===== config.mk =====
export PLATFORM = sky130hd
export DESIGN_NAME = pwm_multichannel
export DESIGN_NICKNAME = d
export VERILOG_FILES = /design/src/rtl/pwm_multichannel.sv
export SDC_FILE = /design/constraint.sdc
export NUM_CORES = 1
export LEC_CHECK = 0
export CAP_MARGIN = 10
export CORE_ASPECT_RATIO = 1.4
export CORE_MARGIN = 2
export CORE_UTILIZATION = 60
export DETAILED_ROUTE_END_ITERATION = 6
export PLACE_DENSITY = 0.79
export SETUP_SLACK_MARGIN = 0.2
export SYNTH_ARGS = -nofsm -noshare
export SYNTH_HDL_FRONTEND = slang
export SYNTH_SLANG_ARGS = --single-unit
export TNS_END_PERCENT = 100

===== constraint.sdc =====
create_clock -name clk -period 3.95 [get_ports clk]
set_input_delay 0.395 -clock clk [delete_from_list [all_inputs] [get_ports clk]]
set_output_delay 0.395 -clock clk [all_outputs]
set_load 0.01 [all_outputs]

===== src/rtl/pwm_multichannel.sv =====
// Multi-channel PWM driven from one shared counter with a clock prescaler and edge/center modes.
// Duty writes land in a pending shadow register and reach the comparator only at a period boundary.
module pwm_multichannel #(
    parameter int WIDTH    = 8,
    parameter int CHANNELS = 4,
    parameter int CH_W     = (CHANNELS > 1) ? $clog2(CHANNELS) : 1
) (
    input  logic                clk,
    input  logic                rst_n,
    input  logic                enable,
    input  logic                mode,
    input  logic [2:0]          prescale,
    input  logic                wr_en,
    input  logic [CH_W-1:0]     wr_ch,
    input  logic [WIDTH-1:0]    wr_duty,
    output logic [CHANNELS-1:0] pwm_out,
    output logic                period_start
);

    localparam logic [WIDTH-1:0] MAX = '1;

    logic [WIDTH-1:0]    cnt_q, cnt_d;
    logic                dir_down_q, dir_down_d;
    logic [6:0]          div_q, div_d;
    logic [6:0]          div_top;
    logic                mode_q, mode_d;
    logic [2:0]          prescale_q, prescale_d;
    logic                tick;
    logic                boundary;
    logic                reload;
    logic [CHANNELS-1:0] pwm_q, pwm_d;
    logic                period_start_q;

    assign div_top = 7'((8'd1 << prescale_q) - 8'd1);
    assign tick    = enable && (div_q == div_top);

    always_comb begin
        div_d      = div_q;
        cnt_d      = cnt_q;
        dir_down_d = dir_down_q;
        if (!enable) begin
            div_d      = '0;
            cnt_d      = '0;
            dir_down_d = 1'b0;
        end else begin
            div_d = tick ? 7'd0 : div_q + 7'd1;
            if (tick) begin
                if (!mode_q) begin
                    cnt_d = cnt_q + WIDTH'(1);
                end else if (!dir_down_q) begin
                    if (cnt_q == MAX) begin
                        cnt_d      = cnt_q - WIDTH'(1);
                        dir_down_d = 1'b1;
                    end else begin
                        cnt_d = cnt_q + WIDTH'(1);
                    end
                end else begin
                    cnt_d = cnt_q - WIDTH'(1);
                end
            end
        end
        // Every period restarts counting upwards, whichever mode comes next.
        if (boundary) begin
            dir_down_d = 1'b0;
        end
    end

    assign boundary = tick && (cnt_d == '0);
    // While disabled the latched settings track their sources so a restart uses the latest values.
    assign reload   = !enable || boundary;

    assign mode_d     = reload ? mode : mode_q;
    assign prescale_d = reload ? prescale : prescale_q;

    generate
        for (genvar gi = 0; gi < CHANNELS; gi++) begin : g_ch
            logic [WIDTH-1:0] pending_q, pending_d;
            logic [WIDTH-1:0] active_q, active_d;

            // Out-of-range channel indices never match any gi, so those writes are dropped.
            assign pending_d = (wr_en && (wr_ch == CH_W'(gi))) ? wr_duty : pending_q;
            assign active_d  = reload ? pending_d : active_q;
            assign pwm_d[gi] = enable && (cnt_q < active_q);

            always_ff @(posedge clk or negedge rst_n) begin
                if (!rst_n) begin
                    pending_q <= '0;
                    active_q  <= '0;
                end else begin
                    pending_q <= pending_d;
                    active_q  <= active_d;
                end
            end
        end
    endgenerate

    always_ff @(posedge clk or negedge rst_n) begin
        if (!rst_n) begin
            cnt_q          <= '0;
            dir_down_q     <= 1'b0;
            div_q          <= '0;
            mode_q         <= 1'b0;
            prescale_q     <= '0;
            pwm_q          <= '0;
            period_start_q <= 1'b0;
        end else begin
            cnt_q          <= cnt_d;
            dir_down_q     <= dir_down_d;
            div_q          <= div_d;
            mode_q         <= mode_d;
            prescale_q     <= prescale_d;
            pwm_q          <= pwm_d;
            period_start_q <= boundary;
        end
    end

    assign pwm_out      = pwm_q;
    assign period_start = period_start_q;

endmodule


# Yosys cells after proc, flatten, opt, wreduce, memory -nomap -nowiden
# Cells that the tools add are included.
[word_totals]
output_inout_bits = 5
reg_bits = 89
elab_cells = 63
inputBits = 18
[op_classes]
n_shift = 1
add_sub_neg = 4
n_mux = 17
n_eq_ne = 7
reduce_logical = 15
n_lt_le_gt_ge = 4
[ops]
columns = ["operator", "n"]
rows = [
  ["$mux 8", 9],
  ["$lt 8x8->1", 4],
  ["$mux 7", 2],
  ["$logic_and 1x1->1", 10],
  ["$add 8x1->8 const B", 1],
  ["$eq 8x8->1 const B", 1],
  ["$logic_not 8->1", 1],
  ["$sub 8x1->8 const B", 1],
  ["$add 7x1->7 const B", 1],
  ["$eq 7x7->1", 1],
  ["$shl 1x3->7 const A", 1],
  ["$sub 7x1->7 const B", 1],
  ["$mux 1", 6],
  ["$ne 3x1->1 const B", 2],
  ["$eq 2x2->1 const B", 2],
  ["$eq 2x1->1 const B", 1],
  ["$logic_not 2->1", 1],
  ["$reduce_and 2->1", 1],
  ["$logic_not 1->1", 1],
  ["$logic_or 1x1->1", 1],
]

# Logic depth before layout (Yosys ltp)
[depth]
ltp_word = 10
ltp_mapped = 11
mapped_depth_nobuf = 9

# Least setup slack after synthesis
# No wires, ideal clock.
[synth_path]
kind = "register to register"
from = "reg cnt_q[1]"
to = "reg g_ch[1].active_q[0]"
period_less_slack_ns = 3.161
stages_incl_launch_ff = 10
setup_time_ns = 0.125
path_buffers = 1
setup_slack_ns = 0.789
arrival_ns = 3.036
t_required_ns = 3.825
path_cell_list = "dfrtp_1 > ha_1 > nand4_1 > o21ai_1 > mux2i_1 > o311ai_0 > or4_1 > a32oi_4 > buf_12 > mux2_4"
[synth_via]
elab_chain_cells = 9
word_cells_on_any_way = 11
classes_between = "add/sub: 2; eq/ne: 1; mux: 5; reduce/logical: 3"
[synth_rtl]
columns = ["item", "line", "source"]
rows = [
  ["from (decl)", "22", "logic [WIDTH-1:0] cnt_q, cnt_d;"],
  ["from (signal assigned)", "107", "cnt_q <= cnt_d;"],
  ["$add 8x1->8, or another cell as far along", "49, 55", ""],
  ["$mux 8", "51", "if (cnt_q == MAX) begin"],
  ["$mux 8", "50", "end else if (!dir_down_q) begin"],
  ["$mux 8", "48", "if (!mode_q) begin"],
  ["$mux 8 *", "47", "if (tick) begin"],
  ["$mux 8 *", "41", "if (!enable) begin"],
  ["$logic_not 8->1 *", "68", "assign boundary = tick && (cnt_d == '0);"],
  ["$logic_and 1x1->1 *", "68", ""],
  ["$logic_or 1x1->1 *", "70", "assign reload = !enable || boundary;"],
  ["to (signal assigned)", "91", "active_q <= active_d;"],
  ["to (decl)", "78", "logic [WIDTH-1:0] active_q, active_d;"],
]
# Every way passes the cells marked *; elsewhere a longest branch is shown, timed or not.
# A chain may end at the register's enable or synchronous reset.

# Worst setup path after layout
[layout_path]
from = "reg cnt_q[1]"
to = "reg mode_q"
[layout_via]
elab_chain_cells = 9
word_cells_on_any_way = 11
classes_between = "add/sub: 2; eq/ne: 1; mux: 5; reduce/logical: 3"
[layout_rtl]
columns = ["item", "line", "source"]
rows = [
  ["$add 8x1->8, or another cell as far along", "49, 55", ""],
  ["$mux 8", "51", ""],
  ["$mux 8", "50", ""],
  ["$mux 8", "48", ""],
  ["$mux 8 *", "47", ""],
  ["$mux 8 *", "41", ""],
  ["$logic_not 8->1 *", "68", ""],
  ["$logic_and 1x1->1 *", "68", ""],
  ["$logic_or 1x1->1 *", "70", ""],
  ["to (signal assigned)", "110", "mode_q <= mode_d;"],
  ["to (decl)", "26", "logic mode_q, mode_d;"],
]
# Marks and branches as above.

==> flow_summary.toml <==
[grt]
grt.total_usage_pct = 22.2
grt_max_degree = 90
grt_pass1_wl_mm = 14.6
grt_pass1_vias = 3033
grt-ovfl-total = 0
antenna_found_initial = 0

[synthesis]
yosys_register_bits = 89
syn_area_um2 = 4750
async_flop_share_pct = 100
synth_cell_types = 56
synth_top_cell_area_share_pct = 46.9
synthFlopType = "dfrtp_1"
syn_inst = 386
synth_top_area_cell = "dfrtp_1"
synth_seq_area_share_pct = 46.9
synth-edff-count = 0
synth_nets = 435
yosysWarnings = 0
synth_area_leaders = "dfrtp_1 (47%), mux2_2 (9.2%), mux2_4 (9.2%)"
syn_area_per_cell_um2 = 12.3

[pwr]
finalPower_w = 0.00218
p_per_area_nw_per_um2 = 419
seqPwrFrac_pct = 52.3
ir_drop_v = 0.000213
p_sw_w = 0.000550
combPwrFrac_pct = 19.8
power_leakage_nw = 2.59
p_clk_share_pct = 28.0
swShare_pct = 25.2
p_int_w = 0.00163

[floorplanning]
chipWidth_um = 79.2
row_count = 38
start_util_pct = 61.7
die_h_um = 109
die_area_um2 = 8660
num_io_pins = 23
core_um2 = 7700

[route]
vias = 2990
route.detailed.drc = 0
viasPerCell = 5.81
antenna_left = 0
drt_iter0_markers = 103
drt_wl_total_mm = 8.57
drt_first_pass_iters = 4
wl_per_cell_um = 16.6

[setup_path]
crit_path_max_fanout = 23
path_class = "reg2reg"
startpoint_type = "flip-flop"
critPathTopFamily = "simple AND/OR/NAND/NOR gates"
max_stage_delay_ns = 0.60
endpoint_kind = "flip-flop"
r2r-start = "cnt_q[1]$_DFF_PN0_"
worst_path_max_delay_cell = "or4_1"
crit_chain = "ha_1, nand4_1, o21ai_2, mux2i_1, o311ai_0, or4_1, a32oi_4, buf_4, mux2_2"
arrival_ns = 3.66
critical_path_required_ns = 4.19
worst-path-buf-inv = 1
crit_path_start = "cnt_q[1]$_DFF_PN0_"

[flow_run]
cap_violations = 0

[clocking]
cts_buffers = 9
clk_root_buffer_cell = "clkbuf_8"
cts_tree = "built"
clk_pin_slew_ns = 0.08
cts.sinks = 89
cts.path.max_buffers = 2
cts_setup_buffers = 0
htree_levels = 3
insertion_delay_ns = 0.35

[timing]
setup_tns_ns = 0
setup-violations-final = 0
max_freq_ghz = 0.292
finalCritPeriodShare_pct = 86.7
relSlewSlack_pct = 28.8
tightest_slew_ns = 1.07
final_max_slew_viol_count = 0
rsz0062_at_grt = "false"
hold_viol = 0
min_period_ns = 3.42
fin_skew_ns = 0.0130

[layout]
final_cell_mix = "dfrtp_1 (89), mux2_2 (39), inv_1 (33)"
antennaDiodeCount = 0
fillers = 572
fin_nets = 460
drive_gt1_share_pct = 23.1
final_common_cell = "dfrtp_1"
utilization_pct = 67.6
area_growth_pct = 9.59

[place]
dp_hpwl_mm = 5.97
port_buffers = 22
gp_congestion = 0.873

[worst_hold_path]
min_path_type = "in2async"

[run_status]
status = "finished, final reports clean"
-- worst reg2reg max path: stages, from the launching register on --
cell and delay, ns:
dfrtp_1 0.57, ha_1 0.33, nand4_1 0.17, o21ai_2 0.31, mux2i_1 0.22, o311ai_0 0.13, or4_1 0.60, a32oi_4 0.19
buf_4 0.40, mux2_2 0.40
-- cells in the mapped netlist (2+ instances only) --
cell type and instances:
ha_1 31, and3_1 3, a21o_1 20, nand3_1 7
nand2_1 12, and2_1 3, mux2i_1 2, a311oi_1 2
o21ai_0 4, buf_6 2, nor3b_1 4, nand2b_1 5
nor2_1 23, a31oi_1 5, mux2_4 29, xor2_1 4
nand3b_1 6, dfrtp_1 89, a21oi_1 7, buf_12 3
buf_2 2, clkbuf_1 3, mux2_2 39, nand4_1 4
nor3_1 3, inv_1 33, xnor2_1 12
-- through the flow --
step	instances	instance area [um2]	hold slack, ns	setup slack (ns)
5_1_grt	515	5210	0.296	0.306
3_3_place_gp	500	5010	0.474	0.580
2_1_floorplan	386	4750	0.0994	0.789
6_report	515	5210	0.240	0.526
3_5_place_dp	500	5010	0.480	0.475
4_1_cts	515	5200	0.268	0.459
-- cell type report --
class | count | area, um2 | share of cell area, %
clock inverter | 3 | 40.0 | 0.769
sequential | 89 | 2230 | 42.8
multi-input combinational | 252 | 2290 | 43.9
inverter | 33 | 124 | 2.38
timing repair buffer | 26 | 248 | 4.76
tap | 100 | 125 | 2.40
clock buffer | 12 | 155 | 2.98
-- power by group through the flow --
stage,registers (W),clock network (W),logic (W)
detailed placement,0.00115,0,0.000439
floorplan,0.00113,0,0.000341
finish,0.00114,0.000611,0.000432
global placement,0.00115,0,0.000418
global route,0.00116,0.000664,0.000486
CTS,0.00114,0.000627,0.000440
-- state kept, by name, summed over array words and instances (netlist names) --
name            cells
dir_down_q          1
g_ch.pending_q     32
mode_q              1
div_q               7
g_ch.active_q      32
prescale_q          3
cnt_q               8
pwm_out             4
period_start        1
-- cells by family (layout without fill, tap and decap cells) --
kind of cell / after synthesis / in the layout / share of synthesized area [%]
flip-flops: 89 / 89 / 46.9
AO/OA/AOI/OAI: 56 / 56 / 9.14
XOR/XNOR: 16 / 16 / 2.95
buffers and inverters: 45 / 74 / 5.06
adder cells (fa/ha/maj): 31 / 31 / 8.16
multiplexers: 70 / 70 / 18.8
AND/OR/NAND/NOR: 79 / 79 / 8.98
-- worst paths after layout --
check	to	slack [ns]	depth (start not counted)
worst min-delay path	g_ch[1].pending_q[5]$_DFF_PN0_	0.24	1
worst max-delay path	mode_q$_DFFE_PN0P_	0.53	9
worst min register to register	g_ch[2].pending_q[7]$_DFF_PN0_	0.50	1
max in group asynchronous	g_ch[3].active_q[3]$_DFFE_PN0P_	3.03	1
min in group clk	g_ch[2].pending_q[7]$_DFF_PN0_	0.50	1
worst max register to register	mode_q$_DFFE_PN0P_	0.53	9
-- routing by layer --
metal | GRT usage (%) | part of all wire [%] | vias up
li1 | - | - | 1416
met1 | 28.9 | 44 | 1514
met2 | 36.9 | 51 | 51
met3 | 3.81 | 3.5 | 9
met4 | 8.99 | 1.2 | 0
met5 | 0 | 0 | -
-- timing repair --
item,CTS,global route
endpoints found under the hold margin,0,0
hold buffers,0,0
resized for setup,0,1
endpoints found under the setup margin,0,3
No activity file was read; power rests on OpenSTA's default activity.
